## src/rtl/rs232_pkg.sv

```systemverilog
// Shared definitions for the RS-232 package link: receiver FSM states, framing
// constants and the default bit timing used by both transmitter and receiver.
package rs232_pkg;

  typedef enum logic [2:0] {IDLE, START, DATA, STOP, BREAK} rx_state_e;

  localparam int BITS_PER_BYTE  = 8;
  localparam int BYTES_PER_PKT  = 4;
  localparam int BIT_PERIOD_DEF = 50;

  function automatic int cnt_width(input int a, input int b);
    return $clog2(((a > b) ? a : b) + 1);
  endfunction

endpackage

```

## src/rtl/rx_byte.sv

```systemverilog
// 8N1 byte receiver: input synchronizer, start/data/stop/break FSM, and
// single-cycle byte_done / byte_bad strobes at the stop-bit sample.
module rx_byte
  import rs232_pkg::*;
#(
  parameter int BIT_PERIOD   = BIT_PERIOD_DEF,
  parameter int SAMPLE_POINT = 25,
  parameter int CNT_W        = 9
) (
  input  logic                     clk,
  input  logic                     rst,
  input  logic                     data_in,
  output logic [BITS_PER_BYTE-1:0] byte_data,
  output logic                     byte_done,
  output logic                     byte_bad,
  output logic                     idle
);

  localparam logic [CNT_W-1:0] BIT_LAST    = CNT_W'(BIT_PERIOD - 1);
  localparam logic [CNT_W-1:0] SAMPLE_LAST = CNT_W'(SAMPLE_POINT - 1);
  localparam logic [2:0]       IDX_LAST    = 3'(BITS_PER_BYTE - 1);

  logic             s_meta, s, s_prev;
  rx_state_e        state, state_n;
  logic [CNT_W-1:0] bit_cnt;
  logic [2:0]       bit_idx;
  logic             sample;

  always_ff @(posedge clk or negedge rst) begin
    if (!rst) begin
      s_meta <= 1'b1;
      s      <= 1'b1;
      s_prev <= 1'b1;
    end else begin
      s_meta <= data_in;
      s      <= s_meta;
      s_prev <= s;
    end
  end

  always_comb begin
    state_n   = state;
    sample    = 1'b0;
    byte_done = 1'b0;
    byte_bad  = 1'b0;
    case (state)
      IDLE:  if (s_prev && !s) state_n = START;
      // A line that is high again at mid start bit was only a glitch
      START: if (bit_cnt == SAMPLE_LAST) state_n = s ? IDLE : DATA;
      DATA: if (bit_cnt == BIT_LAST) begin
        sample = 1'b1;
        if (bit_idx == IDX_LAST) state_n = STOP;
      end
      STOP: if (bit_cnt == BIT_LAST) begin
        if (s) begin
          byte_done = 1'b1;
          state_n   = IDLE;
        end else begin
          byte_bad = 1'b1;
          state_n  = BREAK;
        end
      end
      BREAK:   if (s) state_n = IDLE;
      default: state_n = IDLE;
    endcase
  end

  always_ff @(posedge clk or negedge rst) begin
    if (!rst) begin
      state     <= IDLE;
      bit_cnt   <= '0;
      bit_idx   <= '0;
      byte_data <= '0;
    end else begin
      state <= state_n;
      // Counter restarts on every state change and after every data sample
      if (state_n != state || sample || state_n == IDLE || state_n == BREAK)
        bit_cnt <= '0;
      else
        bit_cnt <= bit_cnt + 1'b1;
      if (state != DATA)
        bit_idx <= '0;
      else if (sample)
        bit_idx <= bit_idx + 1'b1;
      if (sample)
        byte_data <= {s, byte_data[BITS_PER_BYTE-1:1]};
    end
  end

  assign idle = (state == IDLE);

endmodule

```

## src/rtl/rx_package.sv

```systemverilog
// Package receiver: assembles four received bytes into a 32-bit word, drops
// partial packages on framing errors or inter-byte gap timeout.
module rx_package
  import rs232_pkg::*;
#(
  parameter int BIT_PERIOD   = BIT_PERIOD_DEF,
  parameter int SAMPLE_POINT = 25,
  parameter int GAP_TIMEOUT  = 400
) (
  input  logic        clk,
  input  logic        rst,
  input  logic        data_in,
  output logic [31:0] data_out,
  output logic        rx_valid,
  output logic        frame_err,
  output logic        pkt_err
);

  localparam int               CNT_W    = cnt_width(BIT_PERIOD, GAP_TIMEOUT);
  localparam logic [CNT_W-1:0] GAP_LAST = CNT_W'(GAP_TIMEOUT - 1);
  localparam logic [1:0]       CNT_LAST = 2'(BYTES_PER_PKT - 1);

  logic [BITS_PER_BYTE-1:0] byte_data;
  logic                     byte_done, byte_bad, idle;
  logic [1:0]               byte_cnt;
  logic [31:0]              word_q, word_n;
  logic [CNT_W-1:0]         gap_cnt;
  logic                     gap_run, gap_hit;

  rx_byte #(
    .BIT_PERIOD  (BIT_PERIOD),
    .SAMPLE_POINT(SAMPLE_POINT),
    .CNT_W       (CNT_W)
  ) u_rx_byte (
    .clk      (clk),
    .rst      (rst),
    .data_in  (data_in),
    .byte_data(byte_data),
    .byte_done(byte_done),
    .byte_bad (byte_bad),
    .idle     (idle)
  );

  always_comb begin
    word_n = word_q;
    word_n[{byte_cnt, 3'b000} +: BITS_PER_BYTE] = byte_data;
  end

  // Gap timer only runs between bytes of a package that has been started
  assign gap_run = idle && (byte_cnt != 2'd0);
  assign gap_hit = gap_run && (gap_cnt == GAP_LAST);

  always_ff @(posedge clk or negedge rst) begin
    if (!rst) begin
      data_out  <= '0;
      rx_valid  <= 1'b0;
      frame_err <= 1'b0;
      pkt_err   <= 1'b0;
      byte_cnt  <= '0;
      word_q    <= '0;
      gap_cnt   <= '0;
    end else begin
      rx_valid  <= 1'b0;
      frame_err <= 1'b0;
      pkt_err   <= 1'b0;
      gap_cnt   <= (gap_run && !gap_hit) ? gap_cnt + 1'b1 : '0;
      if (byte_done) begin
        if (byte_cnt == CNT_LAST) begin
          data_out <= word_n;
          rx_valid <= 1'b1;
          byte_cnt <= '0;
          word_q   <= '0;
        end else begin
          word_q   <= word_n;
          byte_cnt <= byte_cnt + 1'b1;
        end
      end else if (byte_bad) begin
        frame_err <= 1'b1;
        byte_cnt  <= '0;
        word_q    <= '0;
      end else if (gap_hit) begin
        pkt_err  <= 1'b1;
        byte_cnt <= '0;
        word_q   <= '0;
      end
    end
  end

endmodule

```

## config.mk

```make
export PLATFORM = sky130hd
export DESIGN_NAME = rx_package
export DESIGN_NICKNAME = d
export VERILOG_FILES = /design/src/rtl/rs232_pkg.sv /design/src/rtl/rx_byte.sv /design/src/rtl/rx_package.sv
export SDC_FILE = /design/constraint.sdc
export NUM_CORES = 1
export LEC_CHECK = 0
export BUFFER_PORTS_ARGS = -buffer_cell sky130_fd_sc_hd__buf_2
export CAP_MARGIN = 20
export CORE_MARGIN = 8
export CORE_UTILIZATION = 55
export CTS_BUF_LIST = sky130_fd_sc_hd__clkbuf_4 sky130_fd_sc_hd__clkbuf_8
export DETAILED_ROUTE_END_ITERATION = 6
export PLACE_DENSITY_LB_ADDON = 0.12
export SLEW_MARGIN = 20
export SYNTH_ARGS = -nofsm -noshare
export SYNTH_HDL_FRONTEND = slang
export SYNTH_SLANG_ARGS = --single-unit
```

## constraint.sdc

```tcl
create_clock -name clk -period 3.01 [get_ports clk]
set_input_delay 0.301 -clock clk [delete_from_list [all_inputs] [get_ports clk]]
set_output_delay 0.301 -clock clk [all_outputs]
set_load 0.01 [all_outputs]
```

# Word-level counts from Yosys, hierarchy flattened
# Cells that the tools add are included.
dict set report word_totals {
  reg_bits 104
  in_bits 3
  ram_bits 0
  latch_bits 0
  elab_cells 85
  mem_bits_ro 0
  out_inout_bits 35
  mem_count 0
}
dict set report op_classes {
  mul 0
  eq_ne 12
  muxes 37
  bitwise 0
  n_shift 2
  n_lt_le_gt_ge 0
  add_sub_neg 5
  reduce_logical 15
  div 0
}
# cell count
set ops {}
lappend ops {{$mux W32} 4}
lappend ops {{$bwmux W32} 1}
lappend ops {{$shift A8 B7 Y32 const A} 1}
lappend ops {{$shiftx A8 B7 Y32} 1}
lappend ops {{$mux W3} 9}
lappend ops {{$add A9 B1 Y9 const B} 2}
lappend ops {{$mux W9} 2}
lappend ops {{$mux W1} 15}
lappend ops {{$pmux W3 S5} 1}
lappend ops {{$mux W2} 5}
lappend ops {{$eq A3 B3 Y1 const B} 3}
lappend ops {{$eq A9 B5 Y1 const B} 1}
lappend ops {{$eq A9 B6 Y1 const B} 1}
lappend ops {{$eq A9 B9 Y1 const B} 1}
lappend ops {{$neg A5 Y7} 1}
lappend ops {{$eq A3 B2 Y1 const B} 2}
lappend ops {{$logic_not A3 Y1} 2}
lappend ops {{$logic_and A1 B1 Y1} 4}
lappend ops {{$reduce_bool A2 Y1} 2}
lappend ops {{$add A3 B1 Y3 const B} 1}
lappend ops {{$eq A3 B1 Y1 const B} 1}
lappend ops {{$logic_or A1 B1 Y1} 3}
lappend ops {{$ne A3 B2 Y1 const B} 1}
lappend ops {{$ne A3 B3 Y1} 1}
lappend ops {{5 further kinds} 6}

# Depth between registers and ports, before layout
dict set report depth {
  depth_word 9
  mapped_depth 9
  mapped_depth_nobuf 6
}

# By module
# From an unflattened synthesis, not the netlist that was laid out.
dict set report hier_totals {
  hier_cells 449
  hier_area_um2 4902.2
}
# module area_per_inst_um2 instances seq_area_each_um2 cells_each
set by_module_without_submodules {}
lappend by_module_without_submodules {rx_package 3522.1 1 1951.9 333}
lappend by_module_without_submodules {rx_byte 1380.1 1 654.4 116}

# Worst setup path after synthesis
# Ideal clock, no wire load.
dict set report synth_path {
  kind {reg-to-reg}
  start {reg byte_cnt[0]}
  end {reg word_q[10]}
  path_stages_with_launch 7
  path_buffers 0
  period_less_slack_ns 2.241
  arrival_time_ns 2.120
  required_time_ns 2.889
  setup_time_ns 0.121
  setup_slack_ns 0.769
  path_cell_list {dfrtp_1 > inv_1 > ha_1 > or4_4 > nor4_4 > o22ai_2 > a22o_1}
}
dict set report synth_via {
  elab_chain_len 5
  word_cells_on_any_way 11
  cone_classes {add/sub (1); eq/ne (1); shift (2); mux (3); reduce/logical (4)}
}
# element line_no
set synth_lines {}
lappend synth_lines {{from (decl)} rx_package.sv:25} ;# logic [1:0] byte_cnt;
lappend synth_lines {{from (signal assigned)} rx_package.sv:75} ;# byte_cnt <= byte_cnt + 1'b1;
lappend synth_lines {{$neg A5 Y7} rx_package.sv:46} ;# word_n[{byte_cnt, 3'b000} +: BITS_PER_BYTE] = byte_data;
lappend synth_lines {{$shiftx A8 B7 Y32 or $shift A8 B7 Y32 (tied branches)} rx_package.sv:46}
lappend synth_lines {{$bwmux W32} rx_package.sv:46}
lappend synth_lines {{$mux W32} rx_package.sv:68} ;# if (byte_cnt == CNT_LAST) begin
lappend synth_lines {{$mux W32} rx_package.sv:67} ;# if (byte_done) begin
lappend synth_lines {{to (signal assigned)} rx_package.sv:74} ;# word_q <= word_n;
lappend synth_lines {{to (decl)} rx_package.sv:26} ;# logic [31:0] word_q, word_n;
# Several ways; a longest one is shown, not always the timed one.
# A chain may end at the register's enable or synchronous reset.

# Worst setup path after layout
dict set report layout_path {
  start {reg byte_cnt[0]}
  end {reg word_q[26]}
}
# Same word-level chain as after synthesis.

==> summary.txt <==
Timing
  – Final Max Slew Viols: 0
  – Total negative slack: 0 ps
  – Worst slew pin tran: 693 ps
  – Slew margin rel.: 53.8%
  – Final worst path period need: 2630 ps
  – Fin. Hold Viols: 0
  – Final setup vio count: 0
  – RSZ-0062 raised after global routing: no
  – Fin crit share: 87.5%
  – Worst Skew: 23.1 ps
  – Hold slack: 26.9 ps
  – Max Freq: 380 MHz

Yosys
  – Adder-cell share of the synthesized area: 3.23%
  – Flops & latches, synth: 104
  – Area contributors post-synth: dfrtp_1 54%, a22o_1 6.0%, nor2b_1 4.7%
  – Complex-gate fraction of the synthesized area: 16.0%
  – Yosys warnings: 0
  – Gate Count Post-Synth: 438
  – Main combinational cell family by area after synthesis: simple AND/OR/NAND/NOR gates
  – Syn_nets: 453
  – Mux contribution to synthesized area: 1.94%
  – Sequential share of the synthesized area: 56.1%
  – Xor-xnor portion of the synthesized cell area: 2.83%
  – Yosys top cell area share: 54.4%
  – Synth Area per Inst: 10.6 um2
  – Post-synth cell types: 40
  – Largest area contributor in the synthesized netlist: dfrtp_1
  – Mapped Area: 0.00465 mm2
  – Synth Area in Simple Gates: 16.7%

Detailed routing
  – First-iteration detailed-routing DRC count: 206
  – Final WL: 9660 um
  – Via count: 3288
  – Number of routed nets with antenna violations: 0
  – DR WL/cell: 16.7 um
  – Drt pass-1 iters: 4
  – Vias/cell: 5.68
  – Detailed-route DRC error count: 0

CTS
  – Number of buffers on the longest clock path: 2
  – H-tree levels: 3
  – Clock transition at path regs: 100 ps
  – Cts bufs inserted: 9
  – Post-CTS Resized: 0
  – CTS tree: yes
  – Clock root buffer: clkbuf_8
  – Post-CTS Setup Repair Bufs: 0
  – Worst-skew pair later-pin latency: 380 ps
  – Total clock sinks: 104

Cells and area
  – Ratio of cells with drive above 1 in the final layout: 17.3%
  – Most frequent cells in the layout: 101 x dfrtp_1, 44 x nand2_1, 37 x a21oi_1, 36 x buf_2
  – Commonest non-fill, non-tap cell in the layout: dfrtp_1
  – Layout area overhead: 10.7%
  – Nets: 484
  – Antenna cells: 0

Floorplan
  – Row cnt: 33
  – Die X: 108 um
  – Initial Util: 56.6%
  – Core Area: 0.00822 mm2
  – I/O Pins: 38
  – Die ar.: 0.0116 mm2
  – Die Y: 108 um

Placement
  – Routability cong.: 0.822
  – IO buf count: 37
  – Post-DP HPWL: 6470 um

Setup path
  – R2r setup slk: 380 ps
  – Arrival time worst endpoint: 2890 ps
  – Required @ worst endpoint: 3260 ps
  – Worst Setup End Kind: flop
  – Max Fanout on Critical Path: 8
  – Type of the worst setup path: flop to flop
  – Worst Setup Start Kind: flop

Power
  – Worst VDD drop: 275 uV
  – Lkg Pwr: 2.47 nW
  – PD cells: 516 mW/mm2

GRT
  – GRT Util Overall: 17.9%
  – Vias in the first global route: 3256
  – Antenna violations before repair: 0
  – GRT overflow: 0
  – First-pass GRT wire length: 16700 um
  – Largest net degree at the start of global routing: 56

Hold path
  – HP Class: input pin to flop

Flow run
  – Max Cap Viol: 0

Status
  – Status: finished, final reports clean
## cell usage after synthesis
library cell	n
a21boi_0	1
a21oi_1	37
a22o_1	32
a22oi_1	1
a32o_1	1
a32oi_1	1
and2_1	2
and3_1	7
and3b_1	1
and4_1	1
and4b_1	3
buf_1	10
buf_2	4
clkbuf_1	12
clkbuf_2	2
dfrtp_1	101
dfstp_2	3
ha_1	12
inv_1	10
mux2_2	8
nand2_1	44
nand3_1	10
nand4_1	2
nor2_1	28
nor2b_1	35
nor3_1	5
nor4_1	1
nor4_4	1
nor4b_2	1
nor4bb_1	2
o211ai_1	1
o21ai_0	35
o22ai_2	4
o311a_1	1
or2_2	1
or3_1	1
or4_4	1
or4bb_1	1
xnor2_1	7
xor2_1	8
## cell families (layout without fill, tap and decap cells)
family | Yosys count | count (layout)
adders and majority gates | 12 | 12
AOI/OAI and AO/OA | 114 | 114
xor gates and xnor gates | 15 | 15
and+or+nand+nor | 147 | 147
muxes | 8 | 8
DFF | 104 | 104
buffers and inverters | 38 | 74
## registers in the layout (all words and copies together), names as in the netlist, 2 cells and up
register,cells
u_rx_byte.bit_cnt,9
data_out,32
byte_cnt,2
u_rx_byte.state,3
u_rx_byte.byte_data,8
u_rx_byte.bit_idx,3
word_q,32
gap_cnt,9
## routing by layer
layer,global-route usage [%],vias up,wire length [um]
li1,-,1581,-
met1,25.8,1629,4790
met4,6.34,0,148
met3,2.50,14,332
met2,26.9,64,4390
met5,0,-,0
## repair_timing
action                                 in CTS  in global routing
setup endpoints to repair                   0                  0
hold buffers                                1                  0
endpoints found under the hold margin      38                  0
## cell type report
type / count / area, um2
clock buffers: 9 / 124
clock inverters: 7 / 83.8
fillers: 675 / 3070
inverters: 10 / 37.5
multi-input cells: 296 / 1890
flip-flops and latches: 104 / 2610
well taps: 105 / 131
repair buffers: 48 / 273
## where the power goes
group / internal, W / switching (W)
registers: 0.00144 / 0.0000653
logic: 0.0000917 / 0.000133
clock network: 0.000403 / 0.000522
## per-stage QoR
step / instances / area [um2] / util (%) / worst slack (ps) / total power (W)
2_1_floorplan: 438 / 4650 / - / 769 / 0.00167
3_3_place_gp: 562 / 4930 / 60.0 / 523 / 0.00174
3_5_place_dp: 562 / 4930 / 60.0 / 416 / 0.00176
4_1_cts: 579 / 5150 / 62.6 / 378 / 0.00267
5_1_grt: 579 / 5150 / 62.6 / 257 / 0.00277
6_report: 579 / 5150 / 62.6 / 376 / 0.00265
## path summary, 6_finish.rpt
| kind | start | endpoint | cells past startpoint |
|---|---|---|---|
| setup / recovery | byte_cnt[0]$_DFFE_PN0P_ | word_q[26]$_DFFE_PN0P_ | 6 |
| hold / removal | data_in | u_rx_byte.s_meta$_DFF_PN1_ | 1 |
| setup reg to reg | byte_cnt[0]$_DFFE_PN0P_ | word_q[26]$_DFFE_PN0P_ | 6 |
| hold reg to reg | u_rx_byte.s_meta$_DFF_PN1_ | u_rx_byte.s$_DFF_PN1_ | 0 |
| max in group asynchronous | rst | u_rx_byte.byte_data[4]$_DFFE_PN0P_ | 3 |
| min in group asynchronous | rst | gap_cnt[3]$_DFF_PN0_ | 2 |
## worst max-delay path, stage by stage (launching register included)
cell,delay [ps]
dfrtp_1,470
inv_1,160
ha_1,290
or4_4,460
nor4_4,580
o22ai_2,260
a22o_1,290
Power figures use the tool's default switching activity.
